## src/rtl/ipsxe_floating_point_axi4s_join_v1_0.sv

```systemverilog
// AXI4-Stream operand join: per-channel FIFOs popped together into one registered joined beat.
// Latency 1 cycle from the last channel's FIFO write to o_m_tvalid. A stalled output register holds its data, and the FIFOs absorb beats until full.

module ipsxe_fp_join_fifo #(
  parameter int W     = 33,
  parameter int DEPTH = 4
) (
  input  logic         clk_i,
  input  logic         rst_i,
  input  logic         push_i,
  input  logic [W-1:0] push_dat_i,
  input  logic         pop_i,
  output logic [W-1:0] head_dat_o,
  output logic         empty_o,
  output logic         full_o
);
  localparam int AW = $clog2(DEPTH);
  localparam int CW = AW + 1;

  logic [W-1:0]  mem_q [DEPTH];
  logic [AW-1:0] wr_ptr_q, wr_ptr_d;
  logic [AW-1:0] rd_ptr_q, rd_ptr_d;
  logic [CW-1:0] count_q, count_d;
  logic          push_ok, pop_ok;

  assign full_o     = (count_q == CW'(DEPTH));
  assign empty_o    = (count_q == '0);
  assign push_ok    = push_i & ~full_o;
  assign pop_ok     = pop_i & ~empty_o;
  assign head_dat_o = mem_q[rd_ptr_q];

  // Pointers wrap naturally because DEPTH is a power of two.
  always_comb begin
    wr_ptr_d = wr_ptr_q;
    rd_ptr_d = rd_ptr_q;
    count_d  = count_q;
    if (push_ok) wr_ptr_d = wr_ptr_q + 1'b1;
    if (pop_ok)  rd_ptr_d = rd_ptr_q + 1'b1;
    case ({push_ok, pop_ok})
      2'b10:   count_d = count_q + 1'b1;
      2'b01:   count_d = count_q - 1'b1;
      default: count_d = count_q;
    endcase
  end

  always_ff @(posedge clk_i) begin
    if (rst_i) begin
      wr_ptr_q <= '0;
      rd_ptr_q <= '0;
      count_q  <= '0;
    end else begin
      wr_ptr_q <= wr_ptr_d;
      rd_ptr_q <= rd_ptr_d;
      count_q  <= count_d;
    end
  end

  always_ff @(posedge clk_i) begin
    if (push_ok) mem_q[wr_ptr_q] <= push_dat_i;
  end
endmodule

module ipsxe_floating_point_axi4s_join_v1_0 #(
  parameter int NUM_CH     = 4,
  parameter int DATA_W     = 32,
  parameter int FIFO_DEPTH = 4,
  parameter int TLAST_MODE = 0,
  parameter int TLAST_SEL  = 0
) (
  input  logic                     i_clk,
  input  logic                     i_rst,
  input  logic [NUM_CH-1:0]        i_s_tvalid,
  output logic [NUM_CH-1:0]        o_s_tready,
  input  logic [NUM_CH*DATA_W-1:0] i_s_tdata,
  input  logic [NUM_CH-1:0]        i_s_tlast,
  output logic                     o_m_tvalid,
  input  logic                     i_m_tready,
  output logic [NUM_CH*DATA_W-1:0] o_m_tdata,
  output logic                     o_m_tlast,
  output logic                     o_tlast_mismatch,
  output logic [NUM_CH-1:0]        o_fifo_empty
);
  localparam int EW = DATA_W + 1;

  logic [NUM_CH-1:0]        full, empty, head_last, push;
  logic [NUM_CH*DATA_W-1:0] head_dat;
  logic                     fire, tlast_pol, tlast_diff;

  logic                     m_tvalid_q, m_tvalid_d;
  logic                     m_tlast_q, m_tlast_d;
  logic                     mismatch_q, mismatch_d;
  logic [NUM_CH*DATA_W-1:0] m_tdata_q, m_tdata_d;

  assign o_s_tready = ~full & {NUM_CH{~i_rst}};
  assign push       = i_s_tvalid & o_s_tready;

  for (genvar k = 0; k < NUM_CH; k++) begin : g_ch
    logic [EW-1:0] head_entry;

    ipsxe_fp_join_fifo #(
      .W     (EW),
      .DEPTH (FIFO_DEPTH)
    ) u_fifo (
      .clk_i      (i_clk),
      .rst_i      (i_rst),
      .push_i     (push[k]),
      .push_dat_i ({i_s_tlast[k], i_s_tdata[k*DATA_W +: DATA_W]}),
      .pop_i      (fire),
      .head_dat_o (head_entry),
      .empty_o    (empty[k]),
      .full_o     (full[k])
    );

    assign head_dat[k*DATA_W +: DATA_W] = head_entry[DATA_W-1:0];
    assign head_last[k]                 = head_entry[DATA_W];
  end

  // Pop only when every channel has a head entry and the output register can take it.
  assign fire       = (&(~empty)) & (~m_tvalid_q | i_m_tready);
  assign tlast_diff = (|head_last) & ~(&head_last);

  always_comb begin
    case (TLAST_MODE)
      1:       tlast_pol = |head_last;
      2:       tlast_pol = &head_last;
      default: tlast_pol = head_last[TLAST_SEL];
    endcase
  end

  always_comb begin
    m_tvalid_d = m_tvalid_q;
    m_tdata_d  = m_tdata_q;
    m_tlast_d  = m_tlast_q;
    mismatch_d = mismatch_q | (fire & tlast_diff);
    if (fire) begin
      m_tvalid_d = 1'b1;
      m_tdata_d  = head_dat;
      m_tlast_d  = tlast_pol;
    end else if (i_m_tready) begin
      m_tvalid_d = 1'b0;
    end
  end

  always_ff @(posedge i_clk) begin
    if (i_rst) begin
      m_tvalid_q <= 1'b0;
      m_tdata_q  <= '0;
      m_tlast_q  <= 1'b0;
      mismatch_q <= 1'b0;
    end else begin
      m_tvalid_q <= m_tvalid_d;
      m_tdata_q  <= m_tdata_d;
      m_tlast_q  <= m_tlast_d;
      mismatch_q <= mismatch_d;
    end
  end

  assign o_m_tvalid       = m_tvalid_q;
  assign o_m_tdata        = m_tdata_q;
  assign o_m_tlast        = m_tlast_q;
  assign o_tlast_mismatch = mismatch_q;
  assign o_fifo_empty     = empty;
endmodule

```

## config.mk

```make
export PLATFORM = sky130hd
export DESIGN_NAME = ipsxe_floating_point_axi4s_join_v1_0
export DESIGN_NICKNAME = d
export VERILOG_FILES = /design/src/rtl/ipsxe_floating_point_axi4s_join_v1_0.sv
export SDC_FILE = /design/constraint.sdc
export NUM_CORES = 1
export LEC_CHECK = 0
export CAP_MARGIN = 30
export CORE_MARGIN = 5
export CORE_UTILIZATION = 40
export CTS_CLUSTER_DIAMETER = 200
export DETAILED_ROUTE_END_ITERATION = 6
export SLEW_MARGIN = 20
export SYNTH_ARGS = -nofsm -noshare
export SYNTH_HDL_FRONTEND = slang
export SYNTH_SLANG_ARGS = --single-unit
export TNS_END_PERCENT = 5
```

## constraint.sdc

```tcl
create_clock -name i_clk -period 8 [get_ports i_clk]
set_input_delay 2.4 -clock i_clk [delete_from_list [all_inputs] [get_ports i_clk]]
set_output_delay 2.4 -clock i_clk [all_outputs]
set_load 0.02 [all_outputs]
```

# --- Yosys cells after proc, flatten, opt, wreduce, memory -nomap -nowiden ---
# Memories as Yosys holds them, arrays and structs flattened. A register that Yosys moved wholly into a read port is not among the register bits.
# Index checks and enable logic that the tools add are counted.
word_totals:
  inputBits: 139
  reg_bits: 159
  ramBits: 528
  memories: 4
  output_inout_bits: 139
  word_cells: 110
classes:
  muxes: 22
  eq_ne: 12
  add_sub_neg: 16
  n_reduce_logical: 12
  bitwise_logic: 28
mem_list:
  columns: ["memory", "depth", "width", "read_ports", "rd_ports_with_merged_regs", "wr", "line_no", "rtl"]
  rows:
  - ["g_ch[0].u_fifo.mem_q", 4, 33, 1, 1, 1, "20", "logic [W-1:0] mem_q [DEPTH];"]
  - ["g_ch[1].u_fifo.mem_q", 4, 33, 1, 1, 1, "20", null]
  - ["g_ch[2].u_fifo.mem_q", 4, 33, 1, 1, 1, "20", null]
  - ["g_ch[3].u_fifo.mem_q", 4, 33, 1, 1, 1, "20", null]
op_table:
  columns: ["cell", "count"]
  rows:
  - ["$pmux 3 s2", 4]
  - ["$add 2x1->2 const B", 8]
  - ["$mux 2", 8]
  - ["$add 3x1->3 const B", 4]
  - ["$eq 3x3->1 const B", 4]
  - ["$logic_not 3->1", 4]
  - ["$sub 3x1->3 const B", 4]
  - ["$and 1x1->1", 11]
  - ["$not 1->1", 11]
  - ["$mux 1", 10]
  - ["$reduce_bool 2->1", 5]
  - ["$and 4x4->4", 2]
  - ["$eq 2x1->1 const B", 4]
  - ["$eq 2x2->1 const B", 4]
  - ["$not 4->4", 2]
  - ["$reduce_and 4->1", 2]
  - ["$reduce_or 4->1", 1]
  - ["$or 1x1->1", 2]

# --- Depth between registers and ports, before layout ---
# Gate-level depths: netlist of the first run.
logic_depth:
  word_depth: 7
  ltp_mapped: 11
  depth_no_buf: 9

# --- Hierarchy ---
# Synthesis of the first run repeated with hierarchy kept, for this count alone.
unflattened:
  hier_cells: 1486
  hier_area_um2: 26464.1
by_module_without_submodules:
  columns: ["mod", "cells_each", "area_each_um2", "seq_area_each_um2", "instances"]
  rows:
  - ["ipsxe_fp_join_fifo", 227, 5296.3, 4144.0, 4]
  - ["ipsxe_floating_point_axi4s_join_v1_0", 578, 5278.8, 2622.5, 1]

# --- Worst setup path after synthesis of the first run ---
# No wires, ideal clock.
synth_path:
  path_kind: "input -> output"
  from: "input port i_rst"
  to: "output port o_s_tready[0]"
  arrival_ns: 3.125
  path_stages: 3
  required_ns: 5.600
  path_slack_ns: 2.475
  path_buffers: 2
  cell_sequence: "clkbuf_1 -> clkbuf_1 -> a21oi_1"
synth_via:
  elab_chain_len: 2
synth_lines:
  columns: ["element", "line_no", "rtl"]
  rows:
  - ["from (decl)", "71", "input logic i_rst,"]
  - ["$not 1->1", "94", "assign o_s_tready = ~full & {NUM_CH{~i_rst}};"]
  - ["$and 4x4->4", "94", null]
  - ["to (decl)", "73", "output logic [NUM_CH-1:0] o_s_tready,"]
# No other way between the ends.

# --- Worst setup path after layout of the first run ---
layout_path:
  from: "input port i_rst"
  to: "output port o_s_tready[1]"
# The elaborated chain is that of the path after synthesis.

==> results of run 1 <==
==> registers in the layout, indices dropped and copies added, names as in the netlist, named ones only <==
name / cells
g_ch.u_fifo.rd_ptr_q: 8
o_m_tdata: 128
g_ch.u_fifo.mem_q: 528
o_m_tvalid: 1
g_ch.u_fifo.wr_ptr_q: 8
o_m_tlast: 1
o_tlast_mismatch: 1
g_ch.u_fifo.count_q: 12
==> per-layer routing <==
metal / global-route usage, % / vias to the layer above / wire [µm]
met2: 29.78 / 339 / 31030
met3: 3.381 / 87 / 2944
met1: 21.53 / 7389 / 23980
met4: 4.993 / 4 / 1182
met5: 0 / - / 27
li1: - / 6459 / -
==> stage by stage <==
| step | power, µW | utilization, % |
|---|---|---|
| floorplan | 4190 | - |
| global placement | 4338 | 45.89 |
| detailed placement | 4352 | 45.89 |
| CTS | 7759 | 49.65 |
| global route | 7944 | 49.71 |
| finish | 7652 | 49.72 |
==> layout make-up <==
class	instances	area share, %
Sequential cell	695	60.24
Multi-Input combinational cell	668	18.80
Timing Repair Buffer	313	9.637
Clock buffer	107	6.547
Tap cell	855	3.356
Clock inverter	24	1.032
Inverter	32	0.3768
Antenna cell	1	0.007851
==> critical path, stage by stage <==
cell and delay, ns:
buf_6 0.40, a21oi_1 0.11, clkdlybuf4s50_1 0.57
==> worst max-delay path by stage <==
stage                     slack, ns   from             to
after floorplan                2.47  i_rst  o_s_tready[0]
after global placement         2.07  i_rst  o_s_tready[2]
after detailed placement       2.06  i_rst  o_s_tready[1]
after CTS                      2.05  i_rst  o_s_tready[1]
after global routing           1.99  i_rst  o_s_tready[1]
final                          2.08  i_rst  o_s_tready[1]
==> Yosys cell counts (3+ instances only) <==
library cell / number / area share [%]
nor2_1: 25 / 0.36
a21oi_1: 154 / 3.0
buf_2: 17 / 0.33
edfxtp_1: 528 / 62
xor2_1: 8 / 0.27
nor3_1: 3 / 0.058
dfxtp_1: 167 / 13
mux4_2: 132 / 12
clkbuf_1: 88 / 1.3
nand3_1: 133 / 2.6
buf_4: 4 / 0.12
xnor2_1: 4 / 0.14
ha_1: 20 / 0.97
a211oi_1: 4 / 0.12
and2_1: 16 / 0.39
o21ai_0: 137 / 2.7
inv_1: 32 / 0.47
or4_1: 5 / 0.15
o31ai_1: 8 / 0.23
fa_1: 4 / 0.31
buf_1: 6 / 0.087
nand2_1: 4 / 0.058
or3_1: 4 / 0.097
==> where the power goes <==
| group | internal [µW] | switching [µW] | total (µW) |
|---|---|---|---|
| logic | 129 | 152 | 281 |
| clock network | 2070 | 1320 | 3380 |
| registers | 3970 | 21.5 | 3990 |
==> cells in the final DEF, fill, tap and decap left out, types with 3 or more instances in the layout <==
cell and n:
fa_1 4, nand2_1 4, or3_1 4, nor3_1 3
clkinv_1 4, a21oi_1 154, dfxtp_2 4, clkbuf_1 23
a211oi_1 4, clkdlybuf4s50_1 276, and2_1 16, clkbuf_16 75
mux4_2 132, nand3_1 133, inv_1 32, clkinv_2 8
or4_1 5, o21ai_0 137, bufinv_16 8, edfxtp_1 528
inv_6 3, nor2_1 25, buf_4 32, xnor2_1 4
clkbuf_8 9, ha_1 20, dfxtp_1 163, xor2_1 8
o31ai_1 8
==> cells by family after synthesis <==
kind of cell    synth area share, %
mux                           11.53
compound gates                6.034
xor+xnor                     0.4078
fa+ha+maj                     1.282
flops                         74.49
simple gates                  3.932
buf+inv                       2.325
==> impl_metrics.prom, run 1 <==
# TYPE chip_impl_metric gauge
chip_impl_metric{name="peakVddDrop",unit="V"} 0.0001374
chip_impl_metric{name="io-pin-count",unit=""} 278
chip_impl_metric{name="place_worst_setup_slack",unit="ns"} 2.063
chip_impl_metric{name="cellPowerDensity",unit="nW/µm²"} 240.1
chip_impl_metric{name="worst_slack",unit="ns"} 2.077
chip_impl_info{name="whs_endpoint",value="o_m_tdata[87]$_SDFFE_PP0N_"} 1
chip_impl_metric{name="fin_crit",unit="ns"} 5.923
chip_impl_metric{name="routed_wire_length_per_instance",unit="µm"} 21.95
chip_impl_metric{name="report.final.slew_viol_count",unit=""} 0
chip_impl_info{name="timing.hold.worst.class",value="reg -> reg"} 1
chip_impl_metric{name="areaGrowthSynthToFinish",unit="%"} 23.67
chip_impl_metric{name="synth_cell_type_count",unit=""} 31
chip_impl_metric{name="slew_headroom",unit="%"} 35.82
chip_impl_metric{name="post_cts_resize_count",unit=""} 0
chip_impl_metric{name="postCtsHoldBufs",unit=""} 0
chip_impl_metric{name="globalplace.congestion",unit=""} 0.6962
chip_impl_metric{name="r2r_slack",unit="ns"} 4.14
chip_impl_metric{name="core_area",unit="µm²"} 64120
chip_impl_metric{name="final_layout_size_suffix_gt1_share",unit="%"} 15.33
chip_impl_info{name="tritoncts",value="built"} 1
chip_impl_metric{name="ys_async_sr_fraction",unit="%"} 0
chip_impl_metric{name="p_leak",unit="µW"} 0.009905
chip_impl_metric{name="violation_count_after_the_first_detailed_route_iteration",unit=""} 925
chip_impl_metric{name="row_count",unit=""} 93
chip_impl_metric{name="synth.net_count",unit=""} 1674
chip_impl_metric{name="synth-edff-count",unit=""} 528
chip_impl_metric{name="insertion_delay",unit="ns"} 0.59
chip_impl_metric{name="die_width",unit="µm"} 263.8
chip_impl_metric{name="synth.yosys.seq_area_share",unit="%"} 74.49
chip_impl_metric{name="grt_pass1_vias",unit=""} 15403
chip_impl_metric{name="grt_start_max_net_pins",unit=""} 136
chip_impl_metric{name="worstPathRequired",unit="ns"} 5.60
chip_impl_metric{name="placement.cell_area",unit="µm²"} 29420
chip_impl_metric{name="holdWs",unit="ns"} 0.4746
chip_impl_info{name="run_status",value="complete, no violations"} 1
chip_impl_metric{name="initial_core_util",unit="%"} 40.20
chip_impl_metric{name="post-cts-setup-buffer-count",unit=""} 0
chip_impl_metric{name="setup_tns",unit="ns"} 0
chip_impl_metric{name="synth_seq_cells",unit=""} 695
chip_impl_metric{name="initial_antenna_violation_count",unit=""} 2
chip_impl_info{name="crit_type",value="in -> out"} 1
chip_impl_metric{name="area.sequential",unit="µm²"} 19200
chip_impl_metric{name="synth.avg_cell_area",unit="µm²"} 17.06
chip_impl_metric{name="numPlacedInstances",unit=""} 2560
chip_impl_metric{name="ant_nets",unit=""} 0
chip_impl_metric{name="drt-total-wl",unit="µm"} 59170
chip_impl_info{name="rr_startpoint",value="g_ch[3].u_fifo.count_q[2]$_SDFFE_PP0P_"} 1
chip_impl_metric{name="timing_worst_slew_pin_value",unit="ns"} 0.9628
chip_impl_metric{name="cts-htree-levels",unit=""} 3
chip_impl_info{name="rr_endpoint",value="g_ch[2].u_fifo.count_q[2]$_SDFFE_PP0P_"} 1
chip_impl_info{name="timing.critical_path.to_type",value="output port"} 1
chip_impl_info{name="rsz0062_at_grt",value="no"} 1
chip_impl_metric{name="layout.filler_cells",unit=""} 5326
chip_impl_metric{name="gr-usage-all-layers",unit="%"} 16.97
chip_impl_metric{name="place.detailed.hpwl",unit="µm"} 33410
chip_impl_metric{name="remaining_global_route_overflow",unit=""} 0
chip_impl_info{name="startpoint_type",value="input port"} 1
chip_impl_metric{name="chipHeight",unit="µm"} 263.8
chip_impl_metric{name="reg2regPathDepth",unit=""} 10
chip_impl_metric{name="finalSetupViolCount",unit=""} 0
chip_impl_metric{name="clkSlewWorstSetupHoldPaths",unit="ns"} 0.06
chip_impl_metric{name="remaining_routing_drc_violations",unit=""} 0
chip_impl_metric{name="final_hold_viol_count",unit=""} 0
chip_impl_info{name="min-delay-start",value="o_m_tdata[87]$_SDFFE_PP0N_"} 1
chip_impl_metric{name="post_route_fraction_of_the_period_consumed_by_the_critical_path",unit="%"} 74.04
chip_impl_info{name="root_buf_cell",value="clkbuf_16"} 1
chip_impl_metric{name="clock.fmax",unit="GHz"} 0.1688
chip_impl_metric{name="cp.arrival",unit="ns"} 3.52
chip_impl_metric{name="fp.dieArea",unit="µm²"} 69610
chip_impl_metric{name="detail_route.vias_per_cell",unit=""} 5.298
chip_impl_metric{name="port_buffers",unit=""} 277
chip_impl_metric{name="cap_violations",unit=""} 0
chip_impl_metric{name="final_instance_count_excl_fillers",unit=""} 2695
chip_impl_metric{name="detail_route.first_pass.iterations",unit=""} 5
chip_impl_metric{name="layout.nets",unit=""} 1946
chip_impl_metric{name="footprint_of_the_multi_input_gates",unit="µm²"} 5992
chip_impl_metric{name="min_path_cells",unit=""} 2
chip_impl_metric{name="global_route_wire_length_before_repair",unit="µm"} 92230
chip_impl_metric{name="via_count",unit=""} 14278
chip_impl_metric{name="cell_area_synth",unit="µm²"} 25770
chip_impl_metric{name="finalInstanceArea",unit="µm²"} 31880
chip_impl_metric{name="clock_skew",unit="ns"} 0.02042
chip_impl_metric{name="synth.yosys.warnings",unit=""} 0
chip_impl_info{name="ys.flop_type",value="edfxtp_1"} 1
chip_impl_metric{name="ctsLongestPathBuffers",unit=""} 3
chip_impl_metric{name="number_of_clock_buffers_inserted_by_tritoncts",unit=""} 73
chip_impl_metric{name="numClockSinks",unit=""} 695
chip_impl_metric{name="critical_path.max_fanout",unit=""} 55
chip_impl_metric{name="syn_inst",unit=""} 1511
(Power assumes the default switching activity.)
==> run 2, diff against run 1 <==
==> constraint.sdc (replaced) <==
create_clock -name i_clk -period 5.2 [get_ports i_clk]
set_input_delay 1.56 -clock i_clk [delete_from_list [all_inputs] [get_ports i_clk]]
set_output_delay 1.56 -clock i_clk [all_outputs]
set_load 0.02 [all_outputs]
==> impl_metrics.prom, run 2 (same netlist as run 1, synthesis figures left out) <==
# TYPE chip_impl_metric gauge
chip_impl_metric{name="final_layout_size_suffix_gt1_share",unit="%"} 15.99
chip_impl_info{name="tritoncts",value="built"} 1
chip_impl_info{name="most_common_cell_after_layout_fill_and_taps_aside",value="edfxtp_1"} 1
chip_impl_metric{name="initial_core_util",unit="%"} 40.20
chip_impl_metric{name="clock.fmax",unit="GHz"} 0.2399
chip_impl_metric{name="number_of_clock_buffers_inserted_by_tritoncts",unit=""} 74
chip_impl_metric{name="report.final.slew_viol_count",unit=""} 0
chip_impl_metric{name="remaining_global_route_overflow",unit=""} 0
chip_impl_metric{name="via_count",unit=""} 14179
chip_impl_metric{name="grt_start_max_net_pins",unit=""} 75
chip_impl_metric{name="fp.dieArea",unit="µm²"} 69610
chip_impl_info{name="final_cell_mix",value="edfxtp_1, clkdlybuf4s50_1, dfxtp_1"} 1
chip_impl_metric{name="final_core_util",unit="%"} 50.07
chip_impl_metric{name="io-pin-count",unit=""} 278
chip_impl_metric{name="slew_headroom",unit="%"} 34.57
chip_impl_metric{name="cellPowerDensity",unit="nW/µm²"} 373.2
chip_impl_metric{name="ctsLongestPathBuffers",unit=""} 3
chip_impl_metric{name="fin_crit",unit="ns"} 4.169
chip_impl_metric{name="finalSetupViolCount",unit=""} 0
chip_impl_info{name="worst_path_dominant_cell_family",value="buffers and inverters"} 1
chip_impl_info{name="max_flop_register",value="g_ch.u_fifo.mem_q"} 1
chip_impl_metric{name="pwr-share-comb",unit="%"} 3.7
chip_impl_metric{name="chipHeight",unit="µm"} 263.8
chip_impl_metric{name="gr-usage-all-layers",unit="%"} 16.84
chip_impl_metric{name="global_route_wire_length_before_repair",unit="µm"} 91500
chip_impl_metric{name="numClockSinks",unit=""} 695
chip_impl_info{name="timing.critical_path.to_type",value="output port"} 1
chip_impl_metric{name="remaining_routing_drc_violations",unit=""} 0
chip_impl_metric{name="detail_route.vias_per_cell",unit=""} 5.236
chip_impl_metric{name="violation_count_after_the_first_detailed_route_iteration",unit=""} 791
chip_impl_metric{name="sw_frac_of_total",unit="%"} 19.96
chip_impl_info{name="timing.hold.worst.class",value="reg -> reg"} 1
chip_impl_metric{name="cts-htree-levels",unit=""} 3
chip_impl_metric{name="globalplace.congestion",unit=""} 0.7346
chip_impl_info{name="root_buf_cell",value="clkbuf_16"} 1
chip_impl_metric{name="p_leak",unit="µW"} 0.01000
chip_impl_metric{name="max_ffs_per_register",unit=""} 528
chip_impl_metric{name="cp_num_cells",unit=""} 3
chip_impl_metric{name="critPathMaxStageDelay",unit="ns"} 0.64
chip_impl_metric{name="cp.buffers_inverters",unit=""} 2
chip_impl_metric{name="core_area",unit="µm²"} 64120
chip_impl_metric{name="place.detailed.hpwl",unit="µm"} 35280
chip_impl_metric{name="drt-total-wl",unit="µm"} 59320
chip_impl_metric{name="clkPwrFrac",unit="%"} 45.1
chip_impl_metric{name="sequentialPowerShare",unit="%"} 51.2
chip_impl_metric{name="worstPathRequired",unit="ns"} 3.64
chip_impl_metric{name="cp.arrival",unit="ns"} 2.61
chip_impl_metric{name="cap_violations",unit=""} 0
chip_impl_metric{name="areaGrowthSynthToFinish",unit="%"} 24.55
chip_impl_metric{name="grt_pass1_vias",unit=""} 15028
chip_impl_info{name="cpMaxStageDelayCell",value="clkdlybuf4s50_1"} 1
chip_impl_metric{name="routed_wire_length_per_instance",unit="µm"} 21.90
chip_impl_metric{name="post_route_fraction_of_the_period_consumed_by_the_critical_path",unit="%"} 80.17
chip_impl_metric{name="timing_worst_slew_pin_value",unit="ns"} 0.9756
chip_impl_info{name="list_of_cells_traversed_by_the_critical_path",value="buf_6 > a21oi_1 > clkdlybuf4s50_1"} 1
chip_impl_metric{name="post_cts_resize_count",unit=""} 0
chip_impl_info{name="run_status",value="complete, no violations"} 1
chip_impl_metric{name="die_width",unit="µm"} 263.8
chip_impl_metric{name="postCtsHoldBufs",unit=""} 0
chip_impl_metric{name="insertion_delay",unit="ns"} 0.60
chip_impl_metric{name="post-cts-setup-buffer-count",unit=""} 0
chip_impl_metric{name="peakVddDrop",unit="V"} 0.0001708
chip_impl_info{name="rsz0062_at_grt",value="no"} 1
chip_impl_info{name="crit_type",value="in -> out"} 1
chip_impl_metric{name="initial_antenna_violation_count",unit=""} 3
chip_impl_metric{name="reg2regPathDepth",unit=""} 9
chip_impl_metric{name="detail_route.first_pass.iterations",unit=""} 5
chip_impl_metric{name="ant_nets",unit=""} 0
chip_impl_metric{name="clkSlewWorstSetupHoldPaths",unit="ns"} 0.06
chip_impl_metric{name="port_buffers",unit=""} 277
chip_impl_metric{name="switching_power",unit="µW"} 2391
chip_impl_metric{name="final_hold_viol_count",unit=""} 0
chip_impl_metric{name="layout.nets",unit=""} 1953
chip_impl_metric{name="layout.filler_cells",unit=""} 5303
chip_impl_metric{name="row_count",unit=""} 93
chip_impl_metric{name="critical_path.max_fanout",unit=""} 43
chip_impl_metric{name="setup_tns",unit="ns"} 0
chip_impl_info{name="startpoint_type",value="input port"} 1
chip_impl_metric{name="min_path_cells",unit=""} 2
chip_impl_metric{name="clock_skew",unit="ns"} 0.01839
chip_impl_metric{name="internal-power",unit="µW"} 9590
-- run 2: cell type report --
class / count / area (µm²) / area share [%]
clock inverter: 36 / 422.9 / 1.317
multi-input combinational: 668 / 5992 / 18.66
inverter: 32 / 120.1 / 0.3742
clock buffer: 101 / 2128 / 6.630
antenna: 2 / 5.005 / 0.01559
tap: 855 / 1070 / 3.332
timing repair buffer: 319 / 3162 / 9.849
sequential: 695 / 19200 / 59.82
-- run 2: through the flow --
stage | instances | power (µW) | setup slack [ns] | instance area, µm² | hold WS [ns]
4_1_cts | 2705 | 12130 | 1.031 | 32090 | 0.4772
6_report | 2708 | 11980 | 1.031 | 32100 | 0.4771
5_1_grt | 2708 | 12400 | 0.9344 | 32100 | 0.4969
2_1_floorplan | 1511 | 6446 | 1.355 | 25770 | 0.4529
3_3_place_gp | 2568 | 6690 | 1.026 | 29540 | 0.4592
3_5_place_dp | 2568 | 6707 | 1.011 | 29540 | 0.4677
-- run 2: metal layers --
metal / vias to the layer above / wire length (µm) / global-route usage, %
met5: - / 7 / 0
met4: 2 / 1114 / 4.937
met3: 71 / 2483 / 2.990
met2: 295 / 29690 / 28.42
met1: 7345 / 26020 / 22.64
li1: 6466 / - / -
-- run 2: power by group through the flow --
| stage | registers, µW | clock network, µW | logic (µW) |
|---|---|---|---|
| after global placement | 6250 | 0 | 443 |
| after detailed placement | 6250 | 0 | 452 |
| after CTS | 6140 | 5540 | 455 |
| final | 6130 | 5400 | 446 |
| after global routing | 6140 | 5770 | 485 |
| after floorplan | 6250 | 0 | 195 |
-- run 2: worst paths after layout --
check / from / to / slack [ns]
hold / removal: o_m_tdata[121]$_SDFFE_PP0N_ / o_m_tdata[121]$_SDFFE_PP0N_ / 0.48
hold reg to reg: o_m_tdata[121]$_SDFFE_PP0N_ / o_m_tdata[121]$_SDFFE_PP0N_ / 0.48
setup / recovery: i_rst / o_s_tready[2] / 1.03
setup reg to reg: g_ch[3].u_fifo.count_q[2]$_SDFFE_PP0P_ / g_ch[3].u_fifo.count_q[2]$_SDFFE_PP0P_ / 1.95
-- run 2: worst min-delay path, delay by kind of cell (launching register included) --
family          cells  cell delay (ns)
compound gates      2             0.12
flops               1             0.31
